**src/rtl/dist22_fifo2.sv**
```systemverilog
// Two-entry FIFO with registered head output; dout holds its last value when empty.
// Pushes while full and pops while empty are ignored.
module dist22_fifo2 #(
  parameter int unsigned WIDTH = 8
) (
  input  logic             CLK,
  input  logic             RSTB,
  input  logic             push,
  input  logic             pop,
  input  logic [WIDTH-1:0] din,
  output logic [WIDTH-1:0] dout,
  output logic             valid,
  output logic             full
);

  logic [WIDTH-1:0] head_q, tail_q;
  logic [1:0]       occ_q;
  logic             do_push, do_pop;

  assign valid   = (occ_q != 2'd0);
  assign full    = (occ_q == 2'd2);
  assign dout    = head_q;
  assign do_push = push && !full;
  assign do_pop  = pop && valid;

  always_ff @(posedge CLK or negedge RSTB) begin
    if (!RSTB) begin
      head_q <= '0;
      tail_q <= '0;
      occ_q  <= 2'd0;
    end else begin
      unique case ({do_push, do_pop})
        2'b10: begin
          if (occ_q == 2'd0) head_q <= din;
          else               tail_q <= din;
          occ_q <= occ_q + 2'd1;
        end
        2'b01: begin
          // Promote the tail; with one entry the head keeps its stale value.
          if (occ_q == 2'd2) head_q <= tail_q;
          occ_q <= occ_q - 2'd1;
        end
        2'b11: begin
          // Only reachable with one entry, since push is blocked when full.
          head_q <= din;
        end
        default: ;
      endcase
    end
  end

endmodule

```
**src/rtl/dist22_stream.sv**
```systemverilog
// Registered 1-to-2 stream distributor: each accepted word goes to one of two
// independent 2-entry buffers, and each output counts its deliveries.
module dist22_stream #(
  parameter int unsigned WIDTH = 8,
  parameter int unsigned CNTW  = 8
) (
  input  logic             CLK,
  input  logic             RSTB,
  input  logic [WIDTH-1:0] IN,
  input  logic             IN_SEL,
  input  logic             IN_VALID,
  output logic             IN_READY,
  output logic [WIDTH-1:0] Q1,
  output logic             Q1_VALID,
  input  logic             Q1_READY,
  output logic [WIDTH-1:0] Q2,
  output logic             Q2_VALID,
  input  logic             Q2_READY,
  output logic [CNTW-1:0]  CNT1,
  output logic [CNTW-1:0]  CNT2
);

  logic full1, full2;
  logic push1, push2, pop1, pop2;
  logic [CNTW-1:0] cnt1_q, cnt2_q;

  // Depends only on occupancy flops and IN_SEL, never on the consumer readies.
  assign IN_READY = IN_SEL ? !full2 : !full1;
  assign push1    = IN_VALID && IN_READY && !IN_SEL;
  assign push2    = IN_VALID && IN_READY && IN_SEL;
  assign pop1     = Q1_VALID && Q1_READY;
  assign pop2     = Q2_VALID && Q2_READY;

  dist22_fifo2 #(.WIDTH(WIDTH)) u_fifo1 (
    .CLK   (CLK),
    .RSTB  (RSTB),
    .push  (push1),
    .pop   (pop1),
    .din   (IN),
    .dout  (Q1),
    .valid (Q1_VALID),
    .full  (full1)
  );

  dist22_fifo2 #(.WIDTH(WIDTH)) u_fifo2 (
    .CLK   (CLK),
    .RSTB  (RSTB),
    .push  (push2),
    .pop   (pop2),
    .din   (IN),
    .dout  (Q2),
    .valid (Q2_VALID),
    .full  (full2)
  );

  always_ff @(posedge CLK or negedge RSTB) begin
    if (!RSTB) begin
      cnt1_q <= '0;
      cnt2_q <= '0;
    end else begin
      if (pop1) cnt1_q <= cnt1_q + 1'b1;
      if (pop2) cnt2_q <= cnt2_q + 1'b1;
    end
  end

  assign CNT1 = cnt1_q;
  assign CNT2 = cnt2_q;

endmodule

```
**config.mk**
```make
export PLATFORM = sky130hd
export DESIGN_NAME = dist22_stream
export DESIGN_NICKNAME = d
export VERILOG_FILES = /design/src/rtl/dist22_fifo2.sv /design/src/rtl/dist22_stream.sv
export SDC_FILE = /design/constraint.sdc
export NUM_CORES = 1
export LEC_CHECK = 0
export ABC_CLOCK_PERIOD_IN_PS = 3440
export CAP_MARGIN = 15
export CORE_MARGIN = 1.5
export CORE_UTILIZATION = 35
export CTS_CLUSTER_SIZE = 24
export DETAILED_ROUTE_END_ITERATION = 16
export PLACE_DENSITY = 0.7
export SKIP_LAST_GASP = 1
export SLEW_MARGIN = 15
export SYNTH_ARGS = -nofsm -noshare
export SYNTH_HDL_FRONTEND = slang
export SYNTH_HIERARCHICAL = 1
export SYNTH_SLANG_ARGS = --single-unit
```
**constraint.sdc**
```tcl
create_clock -name CLK -period 3.44 [get_ports CLK]
set_input_delay 0.516 -clock CLK [delete_from_list [all_inputs] [get_ports CLK]]
set_output_delay 0.516 -clock CLK [all_outputs]
set_load 0.1 [all_outputs]
```
==> results of run 1 <==
-- flip-flops by register name (all words and copies together), names as in the netlist --
signal          flops
CNT1                8
u_fifo1/dout        8
u_fifo1/occ_q       2
CNT2                8
u_fifo2/tail_q      8
u_fifo1/tail_q      8
u_fifo2/occ_q       2
u_fifo2/dout        8
-- placed cells by master (no fill, tap or decap), drive strengths merged --
cell / n
dfrtp: 52
mux2: 50
clkdlybuf4s50: 44
xnor2: 15
nand2: 15
inv: 10
nor2: 6
ha: 6
clkbuf: 6
buf: 6
xor2: 5
or2b: 4
nand4: 3
or3b: 3
nand3: 2
and4: 2
or2: 2
a21oi: 2
a22oi: 2
mux2i: 1
nor3b: 1
nor3: 1
and3: 1
bufinv: 1
-- worst max path at each step --
stage                     depth (start not counted)                          from                     endpoint  slack, ns
after global placement                            7                      IN_VALID  u_fifo1/dout[7]$_DFFE_PN0P_       0.39
after CTS                                         9  u_fifo1/occ_q[0]$_DFFE_PN0P_  u_fifo1/dout[1]$_DFFE_PN0P_       0.54
final                                             9  u_fifo1/occ_q[0]$_DFFE_PN0P_  u_fifo1/dout[1]$_DFFE_PN0P_       0.55
after global routing                              9  u_fifo1/occ_q[0]$_DFFE_PN0P_  u_fifo1/dout[1]$_DFFE_PN0P_       0.40
after detailed placement                          7                        IN_SEL  u_fifo1/dout[1]$_DFFE_PN0P_       0.31
after floorplan                                  11  u_fifo1/occ_q[0]$_DFFE_PN0P_  u_fifo1/dout[0]$_DFFE_PN0P_       0.65
-- area by class of cell --
type,count,area (um2),share of cell area
clock buffer,6,72.6,0.0231
clock inverter,2,38.8,0.0123
inverter,9,33.8,0.0107
multi-input combinational,121,1100,0.348
sequential,52,1300,0.414
tap,96,120,0.0382
timing repair buffer,50,483,0.154
-- metrics by stage --
step / util / hold WS [ns] / instances / cell area, um2
2_1_floorplan: - / 0.220 / 186 / 2480
3_3_place_gp: 0.444 / 0.459 / 328 / 3030
3_5_place_dp: 0.444 / 0.466 / 328 / 3030
4_1_cts: 0.460 / 0.292 / 336 / 3150
5_1_grt: 0.460 / 0.324 / 336 / 3150
6_report: 0.460 / 0.271 / 336 / 3150
-- synthesized netlist by cell type --
cell type  instances  area, um2
mux2i_1            1       10.0
nand4_1            3       18.8
inv_1              9       33.8
nand2_1           13       48.8
and3_1             1       6.26
dfrtp_1           52       1300
nor3b_1            1       7.51
or2_2              2       12.5
nor2_1             6       22.5
buf_6              4       45.0
ha_1               6       75.1
or3b_1             3       26.3
or2b_2             2       17.5
mux2_2            50        563
a21oi_1            2       10.0
a22oi_4            2       42.5
or2b_1             2       15.0
nand2_2            2       12.5
nand3_1            2       10.0
and4_1             2       17.5
nor3_1             1       5.00
xnor2_1           15        131
xor2_1             5       43.8
-- layer usage --
layer	routed length, um	vias to the layer above	share of wire	track usage
met5	0	-	0	0
met4	54	0	0.012	0.0390
met3	242	6	0.053	0.0351
met2	2060	41	0.46	0.207
met1	2170	757	0.48	0.172
li1	-	736	-	-
-- kinds of logic (layout without fill, tap and decap cells) --
family,after synthesis,after routing
multiplexers,51,51
XOR/XNOR,20,20
adder cells (fa/ha/maj),6,6
buffers and inverters,13,67
flip-flops,52,52
AO/OA/AOI/OAI,4,4
AND/OR/NAND/NOR,40,40
==> metrics.md, run 1 <==
| Metric | Value |
|---|---|
| Status | complete, no violations |
| Clock Tree Root | clkbuf_8 |
| Number of core rows | 30 |
| DRT antenna net count | 0 |
| Dpl hpwl | 3.38 mm |
| Fillers | 650 |
| R2r startpoint | u_fifo1/occ_q[0]$_DFFE_PN0P_ |
| Setup_tns | 0 ns |
| Mapped Area | 2480 um2 |
| Via/cell ratio | about 4.6 |
| Worst hold path type | input port to asynchronous set/reset pin |
| Maximum clock rate | 0.346 GHz |
| Synthesized netlist cell count | 186 |
| DR WL/cell | 13.5 um |
| Hold-fix buffers, CTS | 0 |
| Largest net degree at the start of global routing | 35 |
| RSZ-0062 raised after global routing | false |
| Final wirelength | 4.52 mm |
| Die Span X | approximately 87 um |
| Port bufs | 48 |
| DR vias | 1,540 |
| Number of global-route vias before repair | 1,625 |
| Worst slew pin tran | 0.974 ns |
| CTS tree | done |
| DRC Markers | 0 |
| Critical path type | flip-flop to flip-flop |
| Total die area | ~7600 um2 |
| Mean Syn Cell Area | 13.3 um2 |
| Clock Latency Late Sink | between 0.3 and 0.4 ns |
| Setup crit start kind | flip-flop |
| Final worst slack | 0.552 ns |
| Starting Density | 0.362 |
| CP max stage cell | dfrtp_1 |
| H-tree Lvls | 2 |
| Reg-to-reg setup timing slack | around 0.55 ns |
| Fin. max-slew vios | 0 |
| Final Hold Viols | 0 |
| Layout cell share with drive strength beyond 1 | 0.296 |
| Netlist cell types | 23 |
| Reg-to-Reg End | u_fifo1/dout[1]$_DFFE_PN0P_ |
| Critical Path Fanout Max | 11 |
| Layout Nets | 259 |
| Slew margin rel. | 0.348 |
| Post-Synth Adder-Cell Area | 0.0303 |
| Clock skew | 0.00478 ns |
| CTS buffer count | 5 |
| Ys Warns | 6 |
| Cell family with most CP delay | simple AND/OR/NAND/NOR gates |
| Crit-path max cell delay | 0.49 ns |
| Core area | 6830 um2 |
| CTS clock-pin slew for the worst setup and hold paths | 0.10 ns |
| Worst Setup End Kind | flip-flop |
| Syn Nets | 206 |
| Gr ovfl total | 0 |
| Initial antenna violation count | 0 |
| Worst Path Buf+Inv | 2 |
| TritonRoute pass-1 iters | 4 |
| Cells on worst reg2reg path | 9 |
| Largest family of logic cells by synthesized area | multiplexers |
| Crit share post-route | 0.839 |
| # IOs | 49 |
| Synth Area in XOR/XNOR | 0.0707 |
| Postcts setup bufs | 0 |
| 1st-iter DRT viols | 36 |
| Data arrival, critical path | 3.08 ns |
| CP Cell Sequence | or2_2, nand2_1, inv_1, nand2_1, inv_1, ha_1, or3b_1, a22oi_4, mux2_2 |
| Chip height | ~87 um |
| GP Congestion | 0.779 |
| Max-Cap Viols | 0 |
| Sequential-to-total area share from yosys stat | 0.526 |
| Count of state elements after synthesis | 52 |
| Synth Area in Simple Gates | 0.0889 |
| Post-synthesis compound-gate area fraction | 0.0212 |
| Placement Setup Slack | 0.311 ns |
| First-pass GRT wire length | 7.61 mm |
| Setup violators final | 0 |
| Clk buf depth | 2 |
| Area grow syn2layout | 27.0% |
| PostCTS Resize Cnt | 0 |
| Mux contribution to synthesized area | 0.231 |
| Antenna cells | 0 |
| Global router's overall resource usage | 0.129 |
| CTS sink cnt | 52 |
| Fin crit period | 2.89 ns |
| Critical path required time | 3.64 ns |
Power of run 1 is left out: the tool's default activity adds up to more than one toggle a clock period on the data nets, which glitch-free logic cannot reach.
==> run 2, diff against run 1 <==
--- a/config.mk
+++ b/config.mk
@@ -5,13 +5,13 @@
 export SDC_FILE = /design/constraint.sdc
 export NUM_CORES = 1
 export LEC_CHECK = 0
-export ABC_CLOCK_PERIOD_IN_PS = 3440
+export ABC_CLOCK_PERIOD_IN_PS = 2400
 export CAP_MARGIN = 15
 export CORE_MARGIN = 1.5
 export CORE_UTILIZATION = 35
 export CTS_CLUSTER_SIZE = 24
 export DETAILED_ROUTE_END_ITERATION = 16
-export PLACE_DENSITY = 0.7
+export PLACE_DENSITY = 0.72
 export SKIP_LAST_GASP = 1
 export SLEW_MARGIN = 15
 export SYNTH_ARGS = -nofsm -noshare
==> constraint.sdc (replaced) <==
create_clock -name CLK -period 2.4 [get_ports CLK]
set_input_delay 0.36 -clock CLK [delete_from_list [all_inputs] [get_ports CLK]]
set_output_delay 0.36 -clock CLK [all_outputs]
set_load 0.1 [all_outputs]
==> run 2 against run 1 <==
Net effect: final area is 11% higher; count of clock-buffer cells in the layout is 1 lower; via count is 7.7% higher; first-iteration DRC count is 36% lower; routed wire length is 9.1% higher; final cell count is 7.7% higher; fmax is 23% higher; die area stayed put; worst setup slack worse by 0.50 ns; hold slack worse by 0.25 ns.
==> metrics.md, run 2 (synthesis results as in run 1) <==
| Metric | Value |
|---|---|
| Setup violators final | 0 |
| Core area | 6830 um2 |
| Commonest non-fill, non-tap cell in the layout | buf_4 |
| GP Congestion | ~0.75 |
| Fin crit period | 2.35 ns |
| Clock Latency Late Sink | 0.30 ns |
| Area grow syn2layout | 41.0% |
| 1st-iter DRT viols | 23 |
| CTS tree | done |
| Via/cell ratio | 4.58 |
| Layout cell share with drive strength beyond 1 | 0.556 |
| Worst Setup End Kind | flip-flop |
| CTS sink cnt | 52 |
| Reg-to-reg setup timing slack | approximately 0.055 ns |
| Final Hold Viols | 0 |
| Commonest non-fill, non-tap cells in the layout | buf_4, dfrtp_1, mux2_2 |
| H-tree Lvls | 2 |
| Status | complete, no violations |
| Max-Cap Viols | 0 |
| Antenna cells | 0 |
| Non-Filler Instances | about 360 |
| Data arrival, critical path | between 2 and 3 ns |
| Maximum clock rate | approximately 0.43 GHz |
| Critical path required time | between 2 and 3 ns |
| # IOs | just under 50 |
| DRC Markers | 0 |
| DR vias | 1,659 |
| Die Span X | ~87 um |
| Crit share post-route | 0.977 |
| Setup crit start kind | flip-flop |
| DR WL/cell | 13.6 um |
| CTS clock-pin slew for the worst setup and hold paths | 0.09 ns |
| Worst hold path type | input port to asynchronous set/reset pin |
| Critical Path Fanout Max | 8 |
| Final hold slack | ~0.023 ns |
| CTS buffer count | 5 |
| DRT antenna net count | 0 |
| Chip height | 87.1 um |
| Clock Tree Root | clkbuf_8 |
| Starting Density | 0.362 |
| Global router's overall resource usage | 0.138 |
| Clock skew | 0.00699 ns |
| Critical path type | flip-flop to flip-flop |
| First-pass GRT wire length | between 8 and 9 mm |
| Slew margin rel. | 0.650 |
| Clk buf depth | 2 |
| Gr ovfl total | 0 |
| Layout Nets | 285 |
| Initial antenna violation count | 0 |
| Worst slew pin tran | around 0.53 ns |
| Number of global-route vias before repair | 1,734 |
| Number of core rows | 30 |
| # placed instances | 347 |
| R2r startpoint | u_fifo1/occ_q[1]$_DFFE_PN0P_ |
| Hold-fix buffers, CTS | 0 |
| Fin. max-slew vios | 0 |
| Total die area | 7590 um2 |
| Largest net degree at the start of global routing | 24 |
| Final wirelength | 4.94 mm |
| Dpl hpwl | 3.55 mm |
| Port bufs | 48 |
| TritonRoute pass-1 iters | 4 |
| Cells on worst reg2reg path | 11 |
| RSZ-0062 raised after global routing | true |
| Reg-to-Reg End | u_fifo1/dout[0]$_DFFE_PN0P_ |
run 2: cell type report:
cell class,instances,area (um2)
multi-input cells,121,1240
clock inverters,3,90.1
flip-flops and latches,52,1300
well taps,96,120
inverters,9,33.8
repair buffers,76,639
fillers,619,3340
clock buffers,5,68.8
run 2: worst max-delay path by stage:
stage | startpoint | end | slack [ns] | depth (start not counted)
after detailed placement | IN_VALID | u_fifo1/dout[0]$_DFFE_PN0P_ | -0.36 | 8
after CTS | u_fifo1/occ_q[0]$_DFFE_PN0P_ | u_fifo1/dout[0]$_DFFE_PN0P_ | 0.01 | 11
after floorplan | u_fifo1/occ_q[0]$_DFFE_PN0P_ | u_fifo1/dout[0]$_DFFE_PN0P_ | -0.08 | 10
final | u_fifo1/occ_q[1]$_DFFE_PN0P_ | u_fifo1/dout[0]$_DFFE_PN0P_ | 0.05 | 11
after global placement | IN_VALID | u_fifo1/dout[0]$_DFFE_PN0P_ | -0.28 | 8
after global routing | u_fifo1/occ_q[1]$_DFFE_PN0P_ | u_fifo1/dout[0]$_DFFE_PN0P_ | -0.01 | 11
run 2: timing repair:
item                                    4_1_cts  5_1_grt
gates resized for setup                       1        7
pin swaps                                     1        6
hold endpoints to repair                      0        0
endpoints found under the setup margin        8       10
buffers inserted                              1        6
run 2: per-stage QoR:
step           setup WS [ns]  TNS, ns  utilization  instance area [um2]
2_1_floorplan        -0.0843   -0.792            -                 2600
3_3_place_gp          -0.280    -3.31        0.476                 3250
3_5_place_dp          -0.356    -3.93        0.476                 3250
4_1_cts               0.0126        0        0.501                 3430
5_1_grt              -0.0141  -0.0758        0.511                 3490
6_report              0.0548        0        0.511                 3490
run 2: per-layer routing:
metal  GRT usage  vias up  share of wire
met5           0        -              0
met4      0.0303        0         0.0063
met3      0.0341        5          0.051
met2       0.228       46           0.48
met1       0.185      816           0.46
li1            -      792              -
run 2: worst max-delay path: stages, from the launching register on:
cell     delay [ns]
dfrtp_1        0.39
buf_4          0.15
or2_4          0.27
nand2_4        0.08
inv_2          0.04
nand2_2        0.06
inv_2          0.04
ha_4           0.15
or3b_4         0.38
a22oi_4        0.22
buf_12         0.16
mux2_4         0.30
Power of run 2 is left out for the same reason.
==> RTL change 1 (config.mk and constraints of run 1) <==
Reset style: synchronous (`RSTB`), changed in 2 clocked blocks.
--- a/src/rtl/dist22_fifo2.sv
+++ b/src/rtl/dist22_fifo2.sv
@@ -24,5 +24,5 @@
   assign do_pop  = pop && valid;
 
-  always_ff @(posedge CLK or negedge RSTB) begin
+  always_ff @(posedge CLK) begin
     if (!RSTB) begin
       head_q <= '0;
--- a/src/rtl/dist22_stream.sv
+++ b/src/rtl/dist22_stream.sv
@@ -54,5 +54,5 @@
   );
 
-  always_ff @(posedge CLK or negedge RSTB) begin
+  always_ff @(posedge CLK) begin
     if (!RSTB) begin
       cnt1_q <= '0;
Function: differs if RSTB is asserted again (counterexample within 4 cycles, from zero or initial values and one cycle with RSTB low); with RSTB held inactive, the same outputs for 10 cycles.
==> RTL change 1 against run 1 <==
- routed wire length is 12% higher
- first-iteration DRC count is 64% higher
- largest cell class is now multi-input combinational cells
- core utilization is 0.35 points lower
- highest routed layer unchanged
- synthesized cell count is 45% higher
- synthesized area is 0.71% lower
- design area is 1.3% lower
- sequential cell count stayed put
- setup slack better by 0.19 ns
==> RTL change 1: results (changes against run 1) <==
[run_status]
status = completed

[hold_path]
hold_path.class = reg -> reg

[setup_path]
crit_slowest_cell = dfxtp_1
r2r_start = u_fifo1/occ_q[0]$_SDFFE_PN0P_
worst_r2r_path_depth = 8  ; -1
reg2reg_to = u_fifo1/dout[3]$_SDFFE_PN0P_
r2r_slack_ns = 0.74  ; +0.19 ns

[route]
drtIter0Drc = 59  ; +64%
dr_wl_met2_um = 2320  ; +13%
dr_wl_met3_um = 243  ; +0.41%
m1WireLength_um = 2450  ; +13%
wire_per_inst_um = 12.3  ; -8.6%
routed_via_density = 4.74  ; +3.3%

[final_layout]
fin_nets = 335  ; +29%
nNonClkBuffers = 49  ; -2.0%
antenna_cells = 0  ; unchanged
buffer_area_share_pct = 15.5  ; +0.12 points
drive_above_1_share_pct = 11.4  ; -18 points
num-multi-input-gates = 192  ; +59%
nNonClkInverters = 15  ; +6
n_fill_cell = 653  ; +0.46%
sh_seq_area_pct = 33.5  ; -7.8 points
multiInputGateArea_sq_um = 1290  ; +18%

[placement]
placed_cell_area_sq_um = 2990  ; -1.4%
portBuffers = 48  ; unchanged
gp_congestion = 0.745  ; -4.4%
dpl_worst_slack_ns = 0.485  ; +0.173 ns

[grt]
grt_pass1_vias = 1860  ; +14%
use_met2_pct = 24.3  ; +3.6 points
grt.met1_usage_pct = 17.7  ; +0.54 points
grt_pass1_wl_um = 8500  ; +12%
grtUsageTotal_pct = 14.2  ; +1.3 points
met3_usage_pct = 3.52  ; +0.017 points
grt_max_degree = 36  ; +2.9%

[cts]
cts_repair_resize_count = 0  ; unchanged
clk_pin_slew_ns = 0.10  ; about the same
cts_root_buf = clkbuf_8

[synth]
synthTopCellsByCount = dfxtp_1 (52), nand2_1 (43), mux2i_1 (33)
synth_cell_types = 29  ; +26%
async_flop_share_pct = 0  ; -100 points
synth-xor-area-share_pct = 2.85  ; -4.2 points
synth_compound_area_share_pct = 7.33  ; +5.2 points
synth_nets = 290  ; +41%
yosysSeqAreaShare_pct = 42.3  ; -10 points
synthMuxAreaShare_pct = 20.8  ; -2.4 points
synthAdderAreaFrac_pct = 3.05  ; +0.022 points
synth_area_leaders = dfxtp_1 (42%), mux2i_1 (13%), mux2_2 (7.3%), nand2_1 (6.6%), nor2_1 (3.5%)

[timing]
finClkSkew_ns = 0.00670  ; +0.00193 ns
worstMarginPinSlew_ns = 0.979  ; +0.00481 ns
layout_min_cycle_time_ns = 2.70  ; -0.188 ns

[power]
p_seq_mw = 0.671

[RTL change 1: cell count changes after synthesis, sizes merged, moves of 4 or more]
| cell | run 1 | this run |
|---|---|---|
| a21oi | 2 | 16 |
| clkbuf | 0 | 5 |
| dfrtp | 52 | 0 |
| dfxtp | 0 | 52 |
| inv | 9 | 13 |
| mux2 | 50 | 16 |
| mux2i | 1 | 33 |
| nand2 | 15 | 43 |
| nand3 | 2 | 6 |
| nor2 | 6 | 23 |
| o21ai | 0 | 12 |
| or3 | 0 | 10 |
| xnor2 | 15 | 4 |
[RTL change 1: through the flow]
step | instances | hold slack [ns] | total power [mW] | util, %
2_1_floorplan | 270 | 0.458 | 1.07 | -
3_3_place_gp | 404 | 0.449 | 1.16 | 44.1
3_5_place_dp | 404 | 0.454 | 1.17 | 44.1
4_1_cts | 412 | 0.468 | 1.60 | 45.7
5_1_grt | 412 | 0.495 | 1.65 | 45.7
6_report | 412 | 0.464 | 1.58 | 45.7
==> RTL change 2 (settings of run 1) <==
Made on the original files. The parameter `CNTW` goes from 8 to 9.
--- a/src/rtl/dist22_stream.sv
+++ b/src/rtl/dist22_stream.sv
@@ -3,5 +3,5 @@
 module dist22_stream #(
   parameter int unsigned WIDTH = 8,
-  parameter int unsigned CNTW  = 8
+  parameter int unsigned CNTW  = 9
 ) (
   input  logic             CLK,
Ports: changed (resized CNT1 and CNT2); port bits go from 49 to 51. No check against the original RTL was run, so the function may have changed too.
==> RTL change 2 against run 1 <==
- count of clock-buffer cells in the layout rose by 1
- routed wire length rose by 5.1%
- critical path type unchanged
- final cell count rose by 3.9%
- design area rose by 3.4%
- synthesized cell count rose by 5.4%
- via count rose by 6.1%
- sequential cell count rose by 2
- setup slack got worse by 0.0034 ns
- synthesized area rose by 5.1%
- critical endpoint is now u_fifo1/dout[3]$_DFFE_PN0P_
Power is not shown: default switching activity piles up to over one toggle a cycle in this logic, so the estimate is an artifact.
==> RTL change 2: results (changes against run 1) <==
[grt]
grt.met1_usage_pct = 17.5  ; +0.29 points
met3_usage_pct = 3.88  ; +0.37 points
grt_pass1_wl_um = 7890  ; +3.7%
use_met2_pct = 20.4  ; -0.35 points
grtUsageTotal_pct = 13.0  ; +0.057 points
grt_pass1_vias = 1630  ; +0.31%

[placement]
post-dp-hpwl_um = 3500  ; +3.7%
portBuffers = 50  ; +4.2%
gp_congestion = 0.723  ; -7.2%
placed_cell_area_sq_um = 3180  ; +4.7%

[setup_path]
cp.arrival_ns = 3.07  ; about the same
reg2reg_to = u_fifo1/dout[3]$_DFFE_PN0P_

[synth]
synthMuxAreaShare_pct = 22.0  ; -1.1 points
synth_cell_types = 25  ; +8.7%
synthAdderAreaFrac_pct = 2.88  ; -0.15 points
synthTopCellsByCount = dfrtp_1 (54), mux2_2 (50), xnor2_1 (12)
synth_nets = 216  ; +4.9%
synth_area_leaders = dfrtp_1 (52%), mux2_2 (22%), xnor2_1 (4.0%), xor2_1 (3.4%), ha_1 (2.9%)
synth-xor-area-share_pct = 7.40  ; +0.33 points

[timing]
worstMarginPinSlew_ns = 0.983  ; +0.00825 ns
finClkSkew_ns = 0.00363  ; -0.00114 ns

[run_status]
status = completed

[route]
routed_via_density = 4.68  ; +2.2%
drt_wl_total_um = 4760  ; +5.1%

[final_layout]
fin_nets = 270  ; +4.2%
drive_above_1_share_pct = 31.2  ; +1.6 points

[cts]
worstSkewPairLatency_ns = 0.29  ; -0.02 ns

[RTL change 2: metal layers]
| metal | wire (um) | vias to the layer above | part of all wire, % |
|---|---|---|---|
| met2 | 2150 | 48 | 45 |
| met4 | 21 | 0 | 0.44 |
| met3 | 285 | 2 | 6.0 |
| met1 | 2300 | 802 | 48 |
| li1 | - | 782 | - |
| met5 | 0 | - | 0 |
[RTL change 2: kinds of logic (layout without fill, tap and decap cells)]
family,count (synthesis),after routing
buffers and inverters,14,68
XOR/XNOR,22,22
AO/OA/AOI/OAI,4,4
multiplexers,51,51
adder cells (fa/ha/maj),6,6
flip-flops,54,54
AND/OR/NAND/NOR,45,45
[RTL change 2: final cells by class]
cell class | instances | area, sq um
fill | 685 | 3960
sequential | 54 | 1350
multi-input combinational | 128 | 1170
timing repair buffer | 51 | 495
tap | 99 | 124
clock buffer | 7 | 76.3
inverter | 10 | 37.5
[RTL change 2: worst min path at each step]
stage                        start                       endpoint  slack [ns]  cells past startpoint
6_report                      RSTB    u_fifo2/dout[3]$_DFFE_PN0P_        0.28                      1
5_1_grt                       RSTB  u_fifo2/tail_q[6]$_DFFE_PN0P_        0.33                      1
4_1_cts                       RSTB    u_fifo2/dout[0]$_DFFE_PN0P_        0.30                      1
3_5_place_dp   CNT2[8]$_DFFE_PN0P_            CNT2[8]$_DFFE_PN0P_        0.46                      1
3_3_place_gp   CNT2[8]$_DFFE_PN0P_            CNT2[8]$_DFFE_PN0P_        0.46                      1
2_1_floorplan                 RSTB            CNT1[0]$_DFFE_PN0P_        0.22                      0
[RTL change 2: worst max-delay path: cells and delay by family (launching register included)]
kind / cells / cell delay, ns
simple gates: 4 / 1.08
compound gates: 1 / 0.34
mux: 1 / 0.38
flops: 1 / 0.48
fa+ha+maj: 1 / 0.36
buf+inv: 2 / 0.13
[RTL change 2: metrics by stage]
stage          instances  setup WS, ns  hold slack [ns]
3_5_place_dp         342         0.412            0.458
4_1_cts              349         0.524            0.301
5_1_grt              349         0.399            0.330
6_report             349         0.549            0.276
2_1_floorplan        196         0.641            0.220
3_3_place_gp         342         0.411            0.455
